`src/rtl/control_unit.sv`:
```
// control_unit: multi-cycle sequencer for the single-issue CPU datapath.
// Fetches an instruction over the shared RAM port, decodes it and drives the
// datapath controls one instruction at a time. It also owns the RAM handshake
// and aborts to HALT when a request waits too long for mem_ready.
module control_unit #(
    parameter int MEM_TIMEOUT = 15
) (
    input  logic        clock,
    input  logic        reset,
    input  logic        run,
    input  logic        mem_ready,
    input  logic [31:0] instr_in,
    output logic        mem_req,
    output logic        mem_we,
    output logic        mem_sel,
    output logic [5:0]  opcode,
    output logic [4:0]  op1,
    output logic [4:0]  op2,
    output logic [15:0] imm,
    output logic [4:0]  alucode,
    output logic        imControl,
    output logic        regenable,
    output logic        ramenable,
    output logic [1:0]  pcControl,
    output logic [1:0]  writecode,
    output logic        halted,
    output logic        illegal,
    output logic        bus_error,
    output logic [2:0]  state
);

    typedef enum logic [2:0] {
        S_FETCH     = 3'd0,
        S_DECODE    = 3'd1,
        S_EXECUTE   = 3'd2,
        S_MEM       = 3'd3,
        S_WRITEBACK = 3'd4,
        S_HALT      = 3'd5
    } state_t;

    // The request times out on the edge where the wait counter already holds
    // MEM_TIMEOUT-1 and mem_ready is still low, i.e. after MEM_TIMEOUT cycles.
    localparam logic [7:0] TIMEOUT_LAST = 8'(MEM_TIMEOUT - 1);

    state_t      cur_state;
    state_t      next_state;
    logic [31:0] ir;
    logic [7:0]  wait_count;
    logic        timeout_hit;

    logic is_alu_rr;
    logic is_alu_imm;
    logic is_alu;
    logic is_load;
    logic is_store;
    logic is_beq;
    logic is_jump;
    logic is_loadi;
    logic is_halt;
    logic is_known;

    assign opcode = ir[31:26];
    assign op1    = ir[25:21];
    assign op2    = ir[20:16];
    assign imm    = ir[15:0];
    assign state  = cur_state;

    assign is_alu_rr  = (opcode <= 6'h0B);
    assign is_alu_imm = (opcode >= 6'h10) && (opcode <= 6'h1B);
    assign is_alu     = is_alu_rr || is_alu_imm;
    assign is_load    = (opcode == 6'h20);
    assign is_store   = (opcode == 6'h21);
    assign is_beq     = (opcode == 6'h22);
    assign is_jump    = (opcode == 6'h23);
    assign is_loadi   = (opcode == 6'h24);
    assign is_halt    = (opcode == 6'h3F);
    assign is_known   = is_alu || is_load || is_store || is_beq || is_jump
                        || is_loadi || is_halt;

    // State, instruction register, wait counter and sticky status flags.
    always_ff @(posedge clock) begin
        if (reset) begin
            cur_state  <= S_FETCH;
            ir         <= 32'h0;
            wait_count <= 8'h0;
            illegal    <= 1'b0;
            bus_error  <= 1'b0;
        end else begin
            cur_state <= next_state;
            if (cur_state == S_FETCH && mem_req && mem_ready)
                ir <= instr_in;
            if (mem_req && !mem_ready && !timeout_hit)
                wait_count <= wait_count + 8'd1;
            else
                wait_count <= 8'h0;
            if (cur_state == S_DECODE && !is_known)
                illegal <= 1'b1;
            if (timeout_hit)
                bus_error <= 1'b1;
        end
    end

    // Next-state and Moore control outputs; a nonzero wait counter in FETCH
    // keeps an already issued fetch alive even if run drops mid-request.
    always_comb begin
        next_state  = cur_state;
        mem_req     = 1'b0;
        mem_we      = 1'b0;
        mem_sel     = 1'b0;
        alucode     = 5'd0;
        imControl   = 1'b0;
        regenable   = 1'b0;
        ramenable   = 1'b0;
        pcControl   = 2'd3;
        writecode   = 2'd0;
        halted      = 1'b0;
        timeout_hit = 1'b0;

        if (is_alu && (cur_state == S_DECODE || cur_state == S_EXECUTE ||
                       cur_state == S_MEM || cur_state == S_WRITEBACK)) begin
            alucode   = {1'b0, opcode[3:0]};
            imControl = is_alu_imm;
        end

        case (cur_state)
            S_FETCH: begin
                mem_req = run || (wait_count != 8'h0);
                if (mem_req) begin
                    if (mem_ready) begin
                        next_state = S_DECODE;
                    end else if (wait_count == TIMEOUT_LAST) begin
                        timeout_hit = 1'b1;
                        next_state  = S_HALT;
                    end
                end
            end
            S_DECODE: begin
                if (!is_known || is_halt)
                    next_state = S_HALT;
                else
                    next_state = S_EXECUTE;
            end
            S_EXECUTE: begin
                if (is_beq) begin
                    pcControl  = 2'd1;
                    next_state = S_FETCH;
                end else if (is_jump) begin
                    pcControl  = 2'd2;
                    next_state = S_FETCH;
                end else if (is_load || is_store) begin
                    next_state = S_MEM;
                end else begin
                    next_state = S_WRITEBACK;
                end
            end
            S_MEM: begin
                mem_req   = 1'b1;
                mem_sel   = 1'b1;
                ramenable = 1'b1;
                mem_we    = is_store;
                if (mem_ready) begin
                    next_state = S_WRITEBACK;
                end else if (wait_count == TIMEOUT_LAST) begin
                    timeout_hit = 1'b1;
                    next_state  = S_HALT;
                end
            end
            S_WRITEBACK: begin
                pcControl  = 2'd0;
                regenable  = is_alu || is_load || is_loadi;
                if (is_load)
                    writecode = 2'd1;
                else if (is_loadi)
                    writecode = 2'd2;
                next_state = S_FETCH;
            end
            S_HALT: begin
                halted = 1'b1;
            end
            default: begin
                next_state = S_HALT;
            end
        endcase
    end

endmodule

```
`config.mk`:
```
export PLATFORM = sky130hd
export DESIGN_NAME = control_unit
export DESIGN_NICKNAME = d
export VERILOG_FILES = /design/src/rtl/control_unit.sv
export SDC_FILE = /design/constraint.sdc
export NUM_CORES = 1
export LEC_CHECK = 0
export ABC_CLOCK_PERIOD_IN_PS = 1800
export CAP_MARGIN = 20
export CELL_PAD_IN_SITES_DETAIL_PLACEMENT = 0
export CELL_PAD_IN_SITES_GLOBAL_PLACEMENT = 1
export CORE_MARGIN = 5
export CORE_UTILIZATION = 27
export DETAILED_ROUTE_END_ITERATION = 10
export PLACE_DENSITY = 0.82
export SLEW_MARGIN = 5
export SYNTH_ARGS = -nofsm -noshare
export SYNTH_HDL_FRONTEND = slang
export SYNTH_SLANG_ARGS = --single-unit
```
`constraint.sdc`:
```
create_clock -name clock -period 1.8 [get_ports clock]
set_clock_uncertainty 0.15 [all_clocks]
set_input_delay 0.36 -clock clock [delete_from_list [all_inputs] [get_ports clock]]
set_output_delay 0.36 -clock clock [all_outputs]
set_load 0.02 [all_outputs]
```
==> impl_results.md <==
* CP cell instances: or4b_4 -> o31ai_2 -> nand2b_1 -> buf_6
* Post-Syn Nets at roughly 260
* Register area share after synthesis at about 44%
* Final setup vio count at 46
* Placer Congestion at a little under 0.8
* Area of the multi-input gates at 0.00122 mm^2
* Die Area at 0.00939 mm^2
* R2R setup slack at -0.22 ns
* M1 WL at 2720 um
* Crit path DAT at about 1.6 ns
* Hold Path End: illegal
* Max clock buf depth at 2
* Async SR Flop Fraction at 0%
* DP Area at 0.00332 mm^2
* Hold Path Depth at 2
* Final wirelength at 6340 um
* Clk_lat worst skew at 0.29 ns
* Fillers at 666
* DP Cell Count at 434
* IO Count at 89
* Commonest non-fill, non-tap cell in the layout: nor2_1
* FF-to-FF path depth at 7
* Layout cell share with drive strength beyond 1 at around 37%
* Routed length per instance at between 10 and 15 um
* Tot GR Track Use at 13.0%
* Post-layout util at 53.4%
* Leakage power at 1.88 nW
* Register bit total from synthesis at 45
* Initial antenna violation count at 0
* Cells after Synth at 222
* Total gr overflow at 0
* Reg-to-Reg Start: state[2]
* Worst hold path class: reg2reg
* Tmin final at 2.14 ns
* # rows at 31
* CP max stage delay at 0.59 ns
* Layout area overhead at 91.1%
* Peak VDD IR at 320 uV
* Initial core utilization at 28.0%
* Reg2reg end: ir[10]
* Cts-stage hold buffer count at 0
* Synth Warn # at 0
* Diodes inserted at 0
* CP Capture Type: primary output
* CTS tree: built
* # nets final at 400
* Synth unique cells at 41
* Ranking of synthesized cells by area: dfxtp_1 (44%), mux2i_1 (16%), nor2_1 (9.2%)
* Hold path startpoint: illegal
* CTS Sinks at 45
* Clock-pin slew on the worst setup and hold paths at 0.08 ns
* Fin area at 0.00390 mm^2
* Cell Area, Synth at slightly above 0.002 mm^2
* Syn avg cell area at 9.19 um^2
* Die span in x at 96.9 um
* H-tree depth at 2
* CORE AREA at 0.00729 mm^2
* WL met2 at 3170 um
* Crit-path max FO at 4
* PnR worst setup slack at -0.340 ns
* Drt first pass iters at 4
* Via count at between 2000 and 2500
* HPWL Detailed at between 4000 and 5000 um
* Highest routed layer: met4
* # Max-Cap Violations at 0
* Most frequent cells in the layout: nor2_1 (44), clkdlybuf4s50_1 (43), buf_4 (42)
* Status: complete, but fails checks
* Fin. Hold Viols at 0
* Power per Cell Area at 679 mW/mm^2
* DR DRC count at 0
* Top cell type's share of synthesized area at 44.2%
* FMAX at 467 MHz
* Layout Cells excl Fill at approximately 460
* Antenna-violating nets left at 0
* Synth Flop Type: dfxtp_1
* Vias per cell at around 4.5
* Final Max Tran Viols at 0
* CTS root buf: clkbuf_8
* Place WS at -0.680 ns
* DRT iter0 DRCs at 38
* First-pass GRT wire length at 10200 um
* CTS buffer count at 5
* Count of input and output buffers at 87
* Worst EP required at 1.29 ns
* Unrepaired setup endpoints after global routing: true
* Failing checks: negative setup slack
* Number of flops mapped to enable cells by yosys at 0
* Vias in the first global route at approximately 2100
* Setup crit start kind: flip-flop
* CP max-delay cell: or4b_4
* Register area at 920 um^2
* Die Height at 96.9 um
* Largest net degree at the start of global routing at 21
* CP Class: reg2out
* Met3 wire len at between 300 and 400 um
* Tcrit/Tclk final at 119%
* Yosys top cell by area: dfxtp_1
* Fin Hold WS at approximately 0.33 ns
-- how the worst max path moves through the flow --
| stage | start | endpoint | slack, ns |
|---|---|---|---|
| 5_1_grt | state[1] | pcControl[1] | -0.40 |
| 2_1_floorplan | ir[28] | pcControl[1] | -0.08 |
| 6_report | ir[30] | pcControl[1] | -0.34 |
| 3_3_place_gp | run | mem_req | -0.67 |
| 3_5_place_dp | run | mem_req | -0.68 |
| 4_1_cts | ir[30] | pcControl[0] | -0.35 |
-- power breakdown --
group	leakage (nW)	internal (W)	switching, W
Clock	0.0663	0.000496	0.000354
Sequential	0.372	0.00105	0.0000302
Combinational	1.44	0.000394	0.000324
-- cell type report --
class / count / share of cell area, %
Tap cell: 99 / 3.18
Clock inverter: 2 / 0.899
Clock buffer: 6 / 2.41
Sequential cell: 45 / 23.6
Inverter: 7 / 0.738
Timing Repair Buffer: 147 / 37.9
Multi-Input combinational cell: 155 / 31.3
-- critical path, delay by kind of cell, from the launching register on --
kind,cells,cell delay (ns)
buffers and inverters,1,0.13
flip-flops,1,0.33
AND/OR/NAND/NOR,2,0.68
AO/OA/AOI/OAI,1,0.20
-- cell families after synthesis --
| group | share of synthesized area [%] |
|---|---|
| buf+inv | 5.52 |
| mux | 15.7 |
| flops | 44.2 |
| xor+xnor | 3.01 |
| compound gates | 7.91 |
| simple gates | 21.7 |
| fa+ha+maj | 1.84 |
| other cells | 0.184 |
-- flip-flops by register name (all words and copies together) (netlist names) --
name and cells:
illegal 1, wait_count 8, state 3, bus_error 1, ir 32
-- per-layer routing --
| layer | track usage, % | up-vias |
|---|---|---|
| met5 | 0 | - |
| met4 | 3.78 | 0 |
| met3 | 5.04 | 4 |
| met2 | 22.6 | 56 |
| met1 | 14.8 | 970 |
| li1 | - | 1031 |
-- synthesized netlist by cell type (3+ instances only) --
cell      instances
nand2b_1          3
nand4_1           3
o211ai_1          3
o31ai_1           3
dfxtp_1          45
nand3_1           4
ha_1              3
nand2_1           8
mux2i_1          32
xor2_1            5
inv_1             7
a21oi_1           3
a31oi_1           3
clkbuf_1         10
buf_6             3
and2_1            6
nor2_1           50
and3_1            4
-- what timing repair did --
item	4_1_cts	5_1_grt
setup endpoints to repair	59	75
pin swaps	13	20
gates resized for setup	122	65
cloned	3	0
setup buffers	15	9
-- metrics by stage --
stage / TNS, ns / power, W
2_1_floorplan: -0.305 / 0.00140
3_3_place_gp: -22.22 / 0.00169
3_5_place_dp: -23.18 / 0.00170
4_1_cts: -9.38 / 0.00267
5_1_grt: -11.82 / 0.00278
6_report: -8.39 / 0.00265
No activity file was read; power rests on OpenSTA's default activity.
